## config.mk

```make
export PLATFORM = sky130hd
export DESIGN_NAME = gibbs_scheduler
export DESIGN_NICKNAME = d
export VERILOG_FILES = /design/src/rtl/rbm_sched_pkg.sv /design/src/rtl/gibbs_scheduler.sv
export SDC_FILE = /design/constraint.sdc
export NUM_CORES = 1
export LEC_CHECK = 0
export ABC_CLOCK_PERIOD_IN_PS = 2400
export CAP_MARGIN = 10
export CORE_AREA = 2 2 69 87
export DETAILED_ROUTE_END_ITERATION = 10
export DIE_AREA = 0 0 71 89
export PLACE_DENSITY = 0.76
export SYNTH_ARGS = -nofsm -noshare
export SYNTH_HDL_FRONTEND = slang
export SYNTH_SLANG_ARGS = --single-unit
```

## constraint.sdc

```tcl
create_clock -name clk -period 2.4 [get_ports clk]
set_input_delay 0.24 -clock clk [delete_from_list [all_inputs] [get_ports clk]]
set_output_delay 0.24 -clock clk [all_outputs]
set_load 0.02 [all_outputs]
```

## src/rtl/rbm_sched_pkg.sv

```systemverilog
// Shared types and sizing helpers for the RBM Gibbs sweep scheduler.
package rbm_sched_pkg;

  typedef enum logic [2:0] {
    IDLE,
    ISSUE,
    WAIT,
    CAPTURE,
    DONE
  } state_t;

  // Wide enough for UPDATE_LAT up to 15.
  localparam int LAT_W = 4;

  function automatic int max_of(input int a, input int b);
    return (a > b) ? a : b;
  endfunction

  function automatic int idx_width(input int n);
    return (n <= 1) ? 1 : $clog2(n);
  endfunction

endpackage

```

## src/rtl/gibbs_scheduler.sv

```systemverilog
// Sequences hidden-then-visible node updates of an RBM for a requested number of
// Gibbs sweeps, driving an external sampling datapath one node at a time.
module gibbs_scheduler
  import rbm_sched_pkg::*;
#(
  parameter int NUM_VISIBLE = 3,
  parameter int NUM_HIDDEN  = 3,
  parameter int UPDATE_LAT  = 1,
  parameter int SWEEP_BITS  = 16,
  localparam int LAYER_W    = max_of(NUM_VISIBLE, NUM_HIDDEN),
  localparam int IDX_W      = idx_width(LAYER_W)
) (
  input  logic                   clk,
  input  logic                   rst_n,
  input  logic                   start,
  input  logic [SWEEP_BITS-1:0]  num_sweeps,
  input  logic [NUM_VISIBLE-1:0] init_visible,
  input  logic [NUM_VISIBLE-1:0] clamp_mask,
  input  logic                   new_val,
  output logic                   layer,
  output logic [IDX_W-1:0]       node_idx,
  output logic [LAYER_W-1:0]     node_vec,
  output logic [NUM_VISIBLE-1:0] visible_state,
  output logic [NUM_HIDDEN-1:0]  hidden_state,
  output logic                   busy,
  output logic                   done
);

  state_t                 state, state_nxt;
  logic [LAT_W-1:0]       wait_cnt;
  logic [SWEEP_BITS-1:0]  sweeps_q;
  logic [SWEEP_BITS-1:0]  sweep_cnt;
  logic [NUM_VISIBLE-1:0] clamp_q;
  logic                   last_node;
  logic                   last_sweep;

  assign last_node  = layer ? (node_idx == IDX_W'(NUM_VISIBLE - 1))
                            : (node_idx == IDX_W'(NUM_HIDDEN - 1));
  // sweeps_q is never zero once a run is under way, so the subtraction cannot wrap.
  assign last_sweep = (sweep_cnt == (sweeps_q - SWEEP_BITS'(1)));

  always_ff @(posedge clk or negedge rst_n) begin
    if (!rst_n) state <= IDLE;
    else        state <= state_nxt;
  end

  always_comb begin
    state_nxt = state;
    case (state)
      IDLE:    if (start) state_nxt = (num_sweeps == '0) ? DONE : ISSUE;
      // ISSUE is the first latency cycle, so WAIT only covers the remaining UPDATE_LAT-1.
      ISSUE:   state_nxt = (UPDATE_LAT > 1) ? WAIT : CAPTURE;
      WAIT:    if (wait_cnt == LAT_W'(UPDATE_LAT - 2)) state_nxt = CAPTURE;
      CAPTURE: state_nxt = (last_node && layer && last_sweep) ? DONE : ISSUE;
      DONE:    state_nxt = IDLE;
      default: state_nxt = IDLE;
    endcase
  end

  always_comb begin
    busy = (state != IDLE);
    done = (state == DONE);
    node_vec = '0;
    if (layer) node_vec[NUM_HIDDEN-1:0]  = hidden_state;
    else       node_vec[NUM_VISIBLE-1:0] = visible_state;
  end

  always_ff @(posedge clk or negedge rst_n) begin
    if (!rst_n) begin
      wait_cnt      <= '0;
      sweeps_q      <= '0;
      sweep_cnt     <= '0;
      clamp_q       <= '0;
      layer         <= 1'b0;
      node_idx      <= '0;
      visible_state <= '0;
      hidden_state  <= '0;
    end else begin
      case (state)
        IDLE: begin
          wait_cnt <= '0;
          if (start) begin
            visible_state <= init_visible;
            clamp_q       <= clamp_mask;
            sweeps_q      <= num_sweeps;
            sweep_cnt     <= '0;
            layer         <= 1'b0;
            node_idx      <= '0;
          end
        end
        ISSUE: wait_cnt <= '0;
        WAIT:  wait_cnt <= wait_cnt + LAT_W'(1);
        CAPTURE: begin
          for (int unsigned i = 0; i < NUM_HIDDEN; i++) begin
            if (!layer && node_idx == IDX_W'(i)) hidden_state[i] <= new_val;
          end
          for (int unsigned i = 0; i < NUM_VISIBLE; i++) begin
            if (layer && node_idx == IDX_W'(i) && !clamp_q[i]) visible_state[i] <= new_val;
          end
          if (last_node) begin
            node_idx <= '0;
            layer    <= ~layer;
            if (layer) sweep_cnt <= sweep_cnt + SWEEP_BITS'(1);
          end else begin
            node_idx <= node_idx + IDX_W'(1);
          end
        end
        default: ;
      endcase
    end
  end

endmodule
```

==> key figures, run 1 <==
Outcome
  • Status: finished clean

Clock tree
  • CTS tree: yes
  • Clock root buffer: clkbuf_8
  • CTS H-Tree Depth: 2
  • CTS Buf Count: 5
  • Clock Path Buffers: 2
  • Clock transition at path regs: about 0.09 ns
  • Setup bufs post-CTS: 0
  • Post-cts sizing count: 0
  • Clock Latency Late Sink: 0.30 ns
  • Clk sinks: about 50
  • CTS Hold Bufs: 0

Pwr
  • Cell Pwr Density: 821 mW/mm2
  • Maximum vdd drop: 0.693 mV
  • Leakage power: between 0.0015 and 0.002 uW
  • Switching Fraction: 36.4%
  • Clock share of power: 18.5%
  • Comb pwr share: between 30% and 40%
  • Net Sw Power: ~1000 uW
  • P_int: between 1500 and 2000 uW
  • Sequential share of power: 42.9%

Synthesis
  • YS warnings: 0
  • Top-area cell type share of the netlist area: 43.2%
  • Synth area leader: dfrtp_1
  • Synth async-reset ratio: 100%
  • Top cells by area, synth: dfrtp_1 43%, nand2_1 8.5%, xnor2_1 5.6%, nor2_1 3.4%, nor3_1 2.7%
  • Synth cell types: 51
  • Mapped cell area: 0.00295 mm2
  • Most common flop cell mapped by yosys: dfrtp_1
  • Mapped Nets: between 300 and 400
  • Sequential fraction of the synthesis area: 43.2%
  • Yosys reg bits: 51
  • Syn Inst Count: about 340
  • Number of synthesized flops with an enable pin: 0
  • Avg Inst Size Synth: 8.73 um2

Global route
  • Vias in the first global route: approximately 2.3k
  • All-Layer GR Usage: a little over a fifth
  • Pin count of the biggest net entering global routing: between 50 and 60
  • Antenna violations before repair: 0
  • Grt total ovfl: 0
  • First-pass GRT wire length: approximately 11 mm

Worst setup path
  • Slowest-stage cell, CP: or4_1
  • Critical path origin: sweeps_q[0]$_DFFE_PN0P_
  • RR Startpoint: sweeps_q[0]$_DFFE_PN0P_
  • Worst flop-to-flop path endpoint: state[2]$_DFFE_PN0P_
  • Highest cell delay on the worst timing path: between 0.4 and 0.5 ns
  • CP arrival: about 2.4 ns
  • R2R cell count: 8
  • Worst Setup End Kind: flip-flop
  • CP required: around 2.6 ns
  • Critical Path, Cell by Cell: inv_1 -> ha_1 -> xnor2_1 -> or4_1 -> nor3_1 -> nand4_1 -> o41ai_2 -> nor2b_1
  • Kind of critical path: flip-flop to flip-flop
  • Startpoint types: flip-flop
  • Crit path max-delay family: simple AND/OR/NAND/NOR gates
  • Worst-path fanout max: 4
  • Crit path buf inv count: 1
  • Slack of the worst reg-to-reg path: 0.22 ns

Floorplan
  • DIE AREA: roughly 0.0063 mm2
  • Ports: 40
  • Die height: 89 um
  • Core area: between 0.005 and 0.006 mm2
  • Die Span X: roughly 70 um
  • Placement Rows: 30
  • Initial Utilization: ~54%

STA
  • Final Cycle Share: between 90% and 100%
  • Minimum clock period: ~2.2 ns
  • Pins over their slew limit: 0
  • Final hold vios: 0
  • Rel. slew slack: 56.3%
  • Final Skew: ~0.0069 ns
  • Final setup vio count: 0
  • Max frequency: roughly 460 MHz
  • RSZ-0062 raised after global routing: false
  • Worst-Margin Slew: 0.656 ns
  • Setup TNS: 0 ns

Hold path
  • Hold Crit Class: input port to async pin

Drt
  • Vias per cell: around 5.7
  • Drt first pass iters: 4
  • Vias: roughly 2.5k
  • ANT nets after route: 0
  • Initial DRC Count: 200
  • DRC viols: 0
  • Avg WL per Cell: approximately 15 um
  • WL final: roughly 6.4 mm

Layout
  • Ant diodes: 0
  • Final Core Density: about 64%
  • Area Growth Syn to Fin: 18.5%
  • Post-Layout Cell Count: around 440
  • Filler Cell Count: approximately 440
  • NumNets Final: 402
  • Share of layout cells above drive strength 1: about 7.2%

Placement
  • GP Congestion: approximately 0.94
  • Post-detail-place hpwl: about 4.8 mm
  • Inst Count DP: 430
  • IO buf count: 39

Run
  • Max capacitance violation total: 0
[metal layers]
metal  GRT usage [%]  vias to the layer above  wire length [um]
met1            31.7                     1195              3000
met2            34.1                       50              3080
met3            3.72                       11               218
met5               0                        -                 0
met4            6.17                        0                96
li1                -                     1236                 -
[area by class of cell]
type | instances | area, um2 | area share, %
timing repair buffer | 47 | 445 | 12.7
multi-input combinational | 257 | 1560 | 44.5
sequential | 51 | 1280 | 36.5
clock buffer | 8 | 100 | 2.86
inverter | 11 | 41.3 | 1.18
tap | 64 | 80.1 | 2.29
[synth_stat cells, drive strengths merged, types with 8 or more instances]
library cell and count:
xnor2 19, o21ai 13, nor3 16, nand2 67, clkbuf 16, nor2 27, a21oi 12, nor4 11
inv 11, mux2 8, nand3 9, dfrtp 51
[registers in the layout, indices dropped and copies added (netlist names)]
name,cells
state,3
clamp_q,3
layer,1
hidden_state,3
wait_cnt,4
node_idx,2
sweeps_q,16
visible_state,3
sweep_cnt,16
[power groups by stage]
stage | clock [uW] | combinational, uW | sequential, uW
after floorplan | 0 | 696 | 1240
after global placement | 0 | 1090 | 1240
after detailed placement | 0 | 1110 | 1240
after CTS | 544 | 1110 | 1230
after global routing | 585 | 1220 | 1270
final | 533 | 1110 | 1230
[layout by cell type, fill, tap and decap left out, types with 9 or more instances in the layout]
cell type	Yosys	layout
a21oi_1	12	12
clkdlybuf4s50_1	0	38
dfrtp_1	51	51
inv_1	11	11
nand2_1	67	67
nand3_1	9	9
nor2_1	27	27
nor3_1	16	16
nor4_1	10	10
o21ai_0	12	12
xnor2_1	19	19
[stage by stage]
stage | cell area, um2 | total power, uW | worst slack, ns | hold slack [ns]
final | 3500 | 2870 | 0.222 | 0.0501
after global routing | 3500 | 3070 | 0.0308 | 0.0991
after CTS | 3500 | 2890 | 0.201 | 0.0738
after detailed placement | 3400 | 2350 | 0.220 | 0.398
after global placement | 3400 | 2330 | 0.318 | 0.387
after floorplan | 2950 | 1940 | 0.262 | -0.0556
[how the worst max path moves through the flow]
stage / slack (ns) / endpoint / cells after the start
floorplan: 0.26 / state[2]$_DFFE_PN0P_ / 7
finish: 0.22 / state[2]$_DFFE_PN0P_ / 8
detailed placement: 0.22 / state[2]$_DFFE_PN0P_ / 8
global route: 0.03 / state[2]$_DFFE_PN0P_ / 8
CTS: 0.20 / state[2]$_DFFE_PN0P_ / 8
global placement: 0.32 / state[2]$_DFFE_PN0P_ / 8
[cells by family (layout without fill, tap and decap cells)]
logic type	count (synthesis)	in the layout	synth area share (%)
and+or+nand+nor	172	172	29.3
adders and majority gates	3	3	1.27
AOI/OAI and AO/OA	46	46	10.2
DFF	51	51	43.2
buffers and inverters	30	66	4.07
muxes	9	9	3.39
xor gates and xnor gates	27	27	8.48
[worst register-to-register path: stages, from the launching register on]
cell     delay [ns]
dfrtp_1        0.40
inv_1          0.08
ha_1           0.31
xnor2_1        0.12
or4_1          0.47
nor3_1         0.20
nand4_1        0.12
o41ai_2        0.24
nor2b_1        0.17
(Power assumes the default switching activity.)
==> inputs of run 2 (changes only) <==
--- a/config.mk
+++ b/config.mk
@@ -7,10 +7,11 @@
 export LEC_CHECK = 0
 export ABC_CLOCK_PERIOD_IN_PS = 2400
 export CAP_MARGIN = 10
-export CORE_AREA = 2 2 69 87
+export CORE_AREA = 2 2 98 62
 export DETAILED_ROUTE_END_ITERATION = 10
-export DIE_AREA = 0 0 71 89
-export PLACE_DENSITY = 0.76
+export DIE_AREA = 0 0 100 64
+export PLACE_DENSITY = 0.77
+export SKIP_CTS_REPAIR_TIMING = 1
 export SYNTH_ARGS = -nofsm -noshare
 export SYNTH_HDL_FRONTEND = slang
 export SYNTH_SLANG_ARGS = --single-unit
==> key figures, run 2 (synthesis gave the netlist of run 1 again) <==
Outcome
  • Status: finished clean

STA
  • Worst-Margin Slew: approximately 0.60 ns
  • Max frequency: between 400 and 500 MHz
  • Rel. slew slack: 59.4%
  • Final Cycle Share: around nine tenths
  • Final Skew: 0.00675 ns
  • Setup TNS: 0 ns
  • Minimum clock period: approximately 2.2 ns
  • Pins over their slew limit: 0
  • RSZ-0062 raised after global routing: false
  • Final setup vio count: 0
  • Final hold vios: 0

Drt
  • Metal2 WL: around 2.8 mm
  • ANT nets after route: 0
  • Initial DRC Count: roughly 220
  • Avg WL per Cell: between 15 and 20 um
  • Top Layer Used: met4
  • Vias per cell: 5.86
  • DRC viols: 0
  • Drt first pass iters: 4
  • Vias: about 2.6k
  • Metal-1 WL: roughly 3.7 mm
  • Routed met3 length: around 460 um
  • WL final: around 7.0 mm

Worst setup path
  • Slowest-stage cell, CP: nor4_1
  • CP required: ~2.7 ns
  • Critical Path, Cell by Cell: nor4_1 -> nand4_1 -> xnor2_1 -> nand4_1 -> o41ai_2 -> nor2b_1
  • Most frequent CP cell: nand4_1
  • Slack of the worst reg-to-reg path: approximately 0.22 ns
  • Worst Setup End Kind: flip-flop
  • Highest cell delay on the worst timing path: about 0.6 ns
  • RR Startpoint: sweeps_q[8]$_DFFE_PN0P_
  • Kind of critical path: flip-flop to flip-flop
  • R2R cell count: 6
  • Startpoint types: flip-flop
  • CP endpoint: state[2]$_DFFE_PN0P_
  • Worst flop-to-flop path endpoint: state[2]$_DFFE_PN0P_
  • Worst-path fanout max: 7
  • CP arrival: roughly 2.4 ns
  • Critical path origin: sweeps_q[8]$_DFFE_PN0P_

Floorplan
  • Placement Rows: 21
  • Initial Utilization: between 50 and 60%
  • Core area: around 0.0055 mm2
  • Die Span X: around 100 um
  • Die height: 64 um
  • DIE AREA: about 0.0064 mm2
  • Ports: 40

Clock tree
  • Clock Latency Late Sink: 0.31 ns
  • Clock transition at path regs: 0.10 ns
  • Clock root buffer: clkbuf_8
  • Clk sinks: between 50 and 60
  • CTS H-Tree Depth: 2
  • CTS Buf Count: 5
  • CTS tree: yes
  • Clock Path Buffers: 2

Pwr
  • Leakage power: approximately 0.0015 uW
  • Maximum vdd drop: between 0.6 and 0.7 mV
  • Final Power: approximately 3000 uW
  • Cell Pwr Density: 844 mW/mm2

Global route
  • All-Layer GR Usage: about a quarter
  • Vias in the first global route: between 2k and 2.5k
  • Antenna violations before repair: 0
  • Grt total ovfl: 0
  • First-pass GRT wire length: 11.6 mm
  • Pin count of the biggest net entering global routing: 32

Layout
  • Area of the multi-input gates: roughly 0.0016 mm2
  • Share of layout cells above drive strength 1: about 7.2%
  • Top flop regs: sweep_cnt x16, sweeps_q x16, wait_cnt x4
  • Ant diodes: 0
  • NumNets Final: 402
  • Filler Cell Count: 465
  • Sequential cell area: ~0.0013 mm2
  • Commonest cells after routing, fill and taps aside: 67 x nand2_1, 51 x dfrtp_1, 38 x clkdlybuf4s50_1, 27 x nor2_1, 19 x xnor2_1
  • Final Cell Area: between 0.003 and 0.004 mm2
  • Most common cell after layout, fill and taps aside: nand2_1
  • Area Growth Syn to Fin: 20.2%
  • Final Core Density: roughly 65%

Hold path
  • Hold Crit Class: input port to flip-flop

Placement
  • GP Congestion: a little under 0.9
  • Placed instance area: between 0.003 and 0.004 mm2
  • Post-detail-place hpwl: 5.16 mm
  • IO buf count: 39

Run
  • Max capacitance violation total: 0
-- run 2: power by group --
part	switching, uW	internal, uW	total [uW]
Sequential	232	1020	1250
Combinational	572	547	1120
Clock	310	315	624
-- run 2: worst min path at each step --
stage,from,end,slack [ns],depth (start not counted)
after floorplan,rst_n,clamp_q[0]$_DFFE_PN0P_,-0.06,0
after detailed placement,rst_n,sweep_cnt[7]$_DFFE_PN0P_,0.28,1
final,clamp_mask[0],clamp_q[0]$_DFFE_PN0P_,0.45,3
after CTS,rst_n,sweep_cnt[0]$_DFFE_PN0P_,-0.07,1
after global placement,rst_n,sweep_cnt[9]$_DFFE_PN0P_,0.27,1
after global routing,clamp_mask[0],clamp_q[0]$_DFFE_PN0P_,0.44,3
-- run 2: routing by layer --
| metal | GRT usage, % | vias up |
|---|---|---|
| li1 | - | 1245 |
| met1 | 37.3 | 1246 |
| met2 | 30.9 | 97 |
| met3 | 4.70 | 10 |
| met4 | 7.19 | 0 |
| met5 | 0 | - |
-- run 2: stage by stage --
step	hold slack, ns	worst slack, ns	std cells
2_1_floorplan	-0.0556	0.262	338
3_3_place_gp	0.272	0.305	434
3_5_place_dp	0.276	0.241	434
4_1_cts	-0.0672	0.210	442
5_1_grt	0.443	0.0696	443
6_report	0.447	0.218	443
-- run 2: final cells by class --
type | instances | share of cell area (%)
Clock buffer | 5 | 1.94
Clock inverter | 3 | 1.31
Inverter | 11 | 1.16
Multi-Input combinational cell | 257 | 43.8
Sequential cell | 51 | 36.0
Tap cell | 69 | 2.43
Timing Repair Buffer | 47 | 13.3
-- run 2: worst max-delay path, delay by kind of cell, from the launching register on --
kind	cells	cell delay, ns
AO/OA/AOI/OAI	1	0.25
XOR/XNOR	1	0.26
flip-flops	1	0.48
AND/OR/NAND/NOR	4	1.13
==> inputs of run 3 (changes only) <==
--- a/config.mk
+++ b/config.mk
@@ -7,10 +7,10 @@
 export LEC_CHECK = 0
 export ABC_CLOCK_PERIOD_IN_PS = 2400
 export CAP_MARGIN = 10
-export CORE_AREA = 2 2 98 62
+export CORE_AREA = 2 2 88 69
 export DETAILED_ROUTE_END_ITERATION = 10
-export DIE_AREA = 0 0 100 64
-export PLACE_DENSITY = 0.77
+export DIE_AREA = 0 0 90 71
+export PLACE_DENSITY = 0.76
 export SKIP_CTS_REPAIR_TIMING = 1
 export SYNTH_ARGS = -nofsm -noshare
 export SYNTH_HDL_FRONTEND = slang
==> key figures, run 3 (synthesis gave the netlist of run 1 again) <==
STA
  • Worst-Margin Slew: between 0.6 and 0.7 ns
  • Setup TNS: 0 ns
  • Worst hold margin: between 0.03 and 0.04 ns
  • Max frequency: 452 MHz
  • Final Skew: around 0.012 ns
  • Final setup vio count: 0
  • Final hold vios: 0
  • Minimum clock period: 2.21 ns
  • Rel. slew slack: roughly 56%
  • RSZ-0062 raised after global routing: false
  • Final Cycle Share: just over 90%
  • Pins over their slew limit: 0

Layout
  • Commonest cells after routing, fill and taps aside: 67 x nand2_1, 51 x dfrtp_1, 38 x clkdlybuf4s50_1, 27 x nor2_1, 19 x xnor2_1
  • Top flop regs: sweep_cnt x16, sweeps_q x16, wait_cnt x4
  • Area Growth Syn to Fin: 19.6%
  • Filler Cell Count: 487
  • NumNets Final: 401
  • Ant diodes: 0
  • Most common cell after layout, fill and taps aside: nand2_1
  • Final Cell Area: 0.00353 mm2
  • Share of layout cells above drive strength 1: under 10%

Floorplan
  • Ports: 40
  • Initial Utilization: about 53%
  • Die height: 71 um
  • Placement Rows: 24
  • DIE AREA: roughly 0.0064 mm2
  • Die Span X: 90 um
  • Core area: 0.00559 mm2

Run
  • Max capacitance violation total: 0

Drt
  • Initial DRC Count: 200
  • ANT nets after route: 0
  • Vias per cell: ~5.6
  • Drt first pass iters: 4
  • Vias: about 2.5k
  • Avg WL per Cell: approximately 15 um
  • DRC viols: 0
  • WL final: around 7 mm

Placement
  • Placed instance area: 0.00341 mm2
  • Post-detail-place hpwl: 5.09 mm
  • IO buf count: 39
  • GP Congestion: roughly 0.87

Worst setup path
  • Startpoint types: flip-flop
  • Kind of critical path: flip-flop to flip-flop
  • Critical Path, Cell by Cell: inv_1 -> ha_1 -> xnor2_1 -> or4_1 -> nor3_2 -> nand4_1 -> o41ai_2 -> nor2b_1
  • Worst Setup End Kind: flip-flop
  • Slowest-stage cell, CP: or4_1
  • Highest cell delay on the worst timing path: about 0.5 ns
  • CP required: roughly 2.6 ns
  • Worst-path fanout max: 4
  • CP arrival: 2.45 ns

Pwr
  • Maximum vdd drop: 0.752 mV
  • Cell Pwr Density: between 800 and 900 mW/mm2
  • Leakage power: ~0.0015 uW

Clock tree
  • CTS Buf Count: 5
  • CTS tree: yes
  • Clock Path Buffers: 2
  • Clock transition at path regs: approximately 0.10 ns
  • Clk sinks: 51
  • Clock Latency Late Sink: approximately 0.3 ns
  • Clock root buffer: clkbuf_8
  • CTS H-Tree Depth: 2

Global route
  • First-pass GRT wire length: roughly 12 mm
  • Routing usage on met3: 4.15%
  • Busiest grt layer: met2
  • GRT met2 Usage: about a third
  • All-Layer GR Usage: between 20% and 30%
  • Vias in the first global route: roughly 2.5k
  • Grt total ovfl: 0
  • Met1 usage: approximately 33%
  • Pin count of the biggest net entering global routing: 52
  • Antenna violations before repair: 0

Hold path
  • Hold Crit Class: input port to async pin

Outcome
  • Status: finished clean
## run 3: power breakdown
group | internal [uW] | switching (uW)
registers | 1020 | 223
clock network | 338 | 288
logic | 545 | 588
## run 3: cell type report
| class | instances | area [um2] | share of cell area, % |
|---|---|---|---|
| flip-flops and latches | 51 | 1280 | 36.1 |
| multi-input cells | 257 | 1560 | 44.2 |
| repair buffers | 46 | 438 | 12.4 |
| well taps | 78 | 97.6 | 2.76 |
| inverters | 11 | 41.3 | 1.17 |
| clock buffers | 6 | 82.6 | 2.34 |
| clock inverters | 2 | 35.0 | 0.992 |
## run 3: metal layers
metal | up-vias | routed length, um
met5 | - | 0
met4 | 0 | 74
met3 | 8 | 437
met2 | 85 | 3050
met1 | 1180 | 3350
li1 | 1242 | -
## run 3: path summary, 6_finish.rpt
kind,start,to,slack (ns),cells after the start
max,sweeps_q[0]$_DFFE_PN0P_,state[2]$_DFFE_PN0P_,0.19,8
min,rst_n,sweep_cnt[4]$_DFFE_PN0P_,0.04,2
max reg2reg,sweeps_q[0]$_DFFE_PN0P_,state[2]$_DFFE_PN0P_,0.19,8
min reg2reg,clamp_q[1]$_DFFE_PN0P_,clamp_q[1]$_DFFE_PN0P_,0.50,2
max in group asynchronous,rst_n,sweeps_q[0]$_DFFE_PN0P_,1.90,2
min in group clk,clamp_mask[0],clamp_q[0]$_DFFE_PN0P_,0.47,3
## run 3: critical path, delay by kind of cell, from the launching register on
| kind | cells | cell delay (ns) |
|---|---|---|
| simple gates | 4 | 0.97 |
| flops | 1 | 0.42 |
| fa+ha+maj | 1 | 0.31 |
| compound gates | 1 | 0.26 |
| xor+xnor | 1 | 0.13 |
| buf+inv | 1 | 0.07 |
## run 3: through the flow
step | util, % | setup slack, ns | std cells | total power [uW]
after CTS | 63.1 | 0.195 | 451 | 3000
final | 63.2 | 0.188 | 451 | 3000
after global routing | 63.2 | 0.0210 | 451 | 3180
after detailed placement | 61.0 | 0.212 | 443 | 2370
after floorplan | - | 0.262 | 338 | 1940
after global placement | 61.0 | 0.306 | 443 | 2330
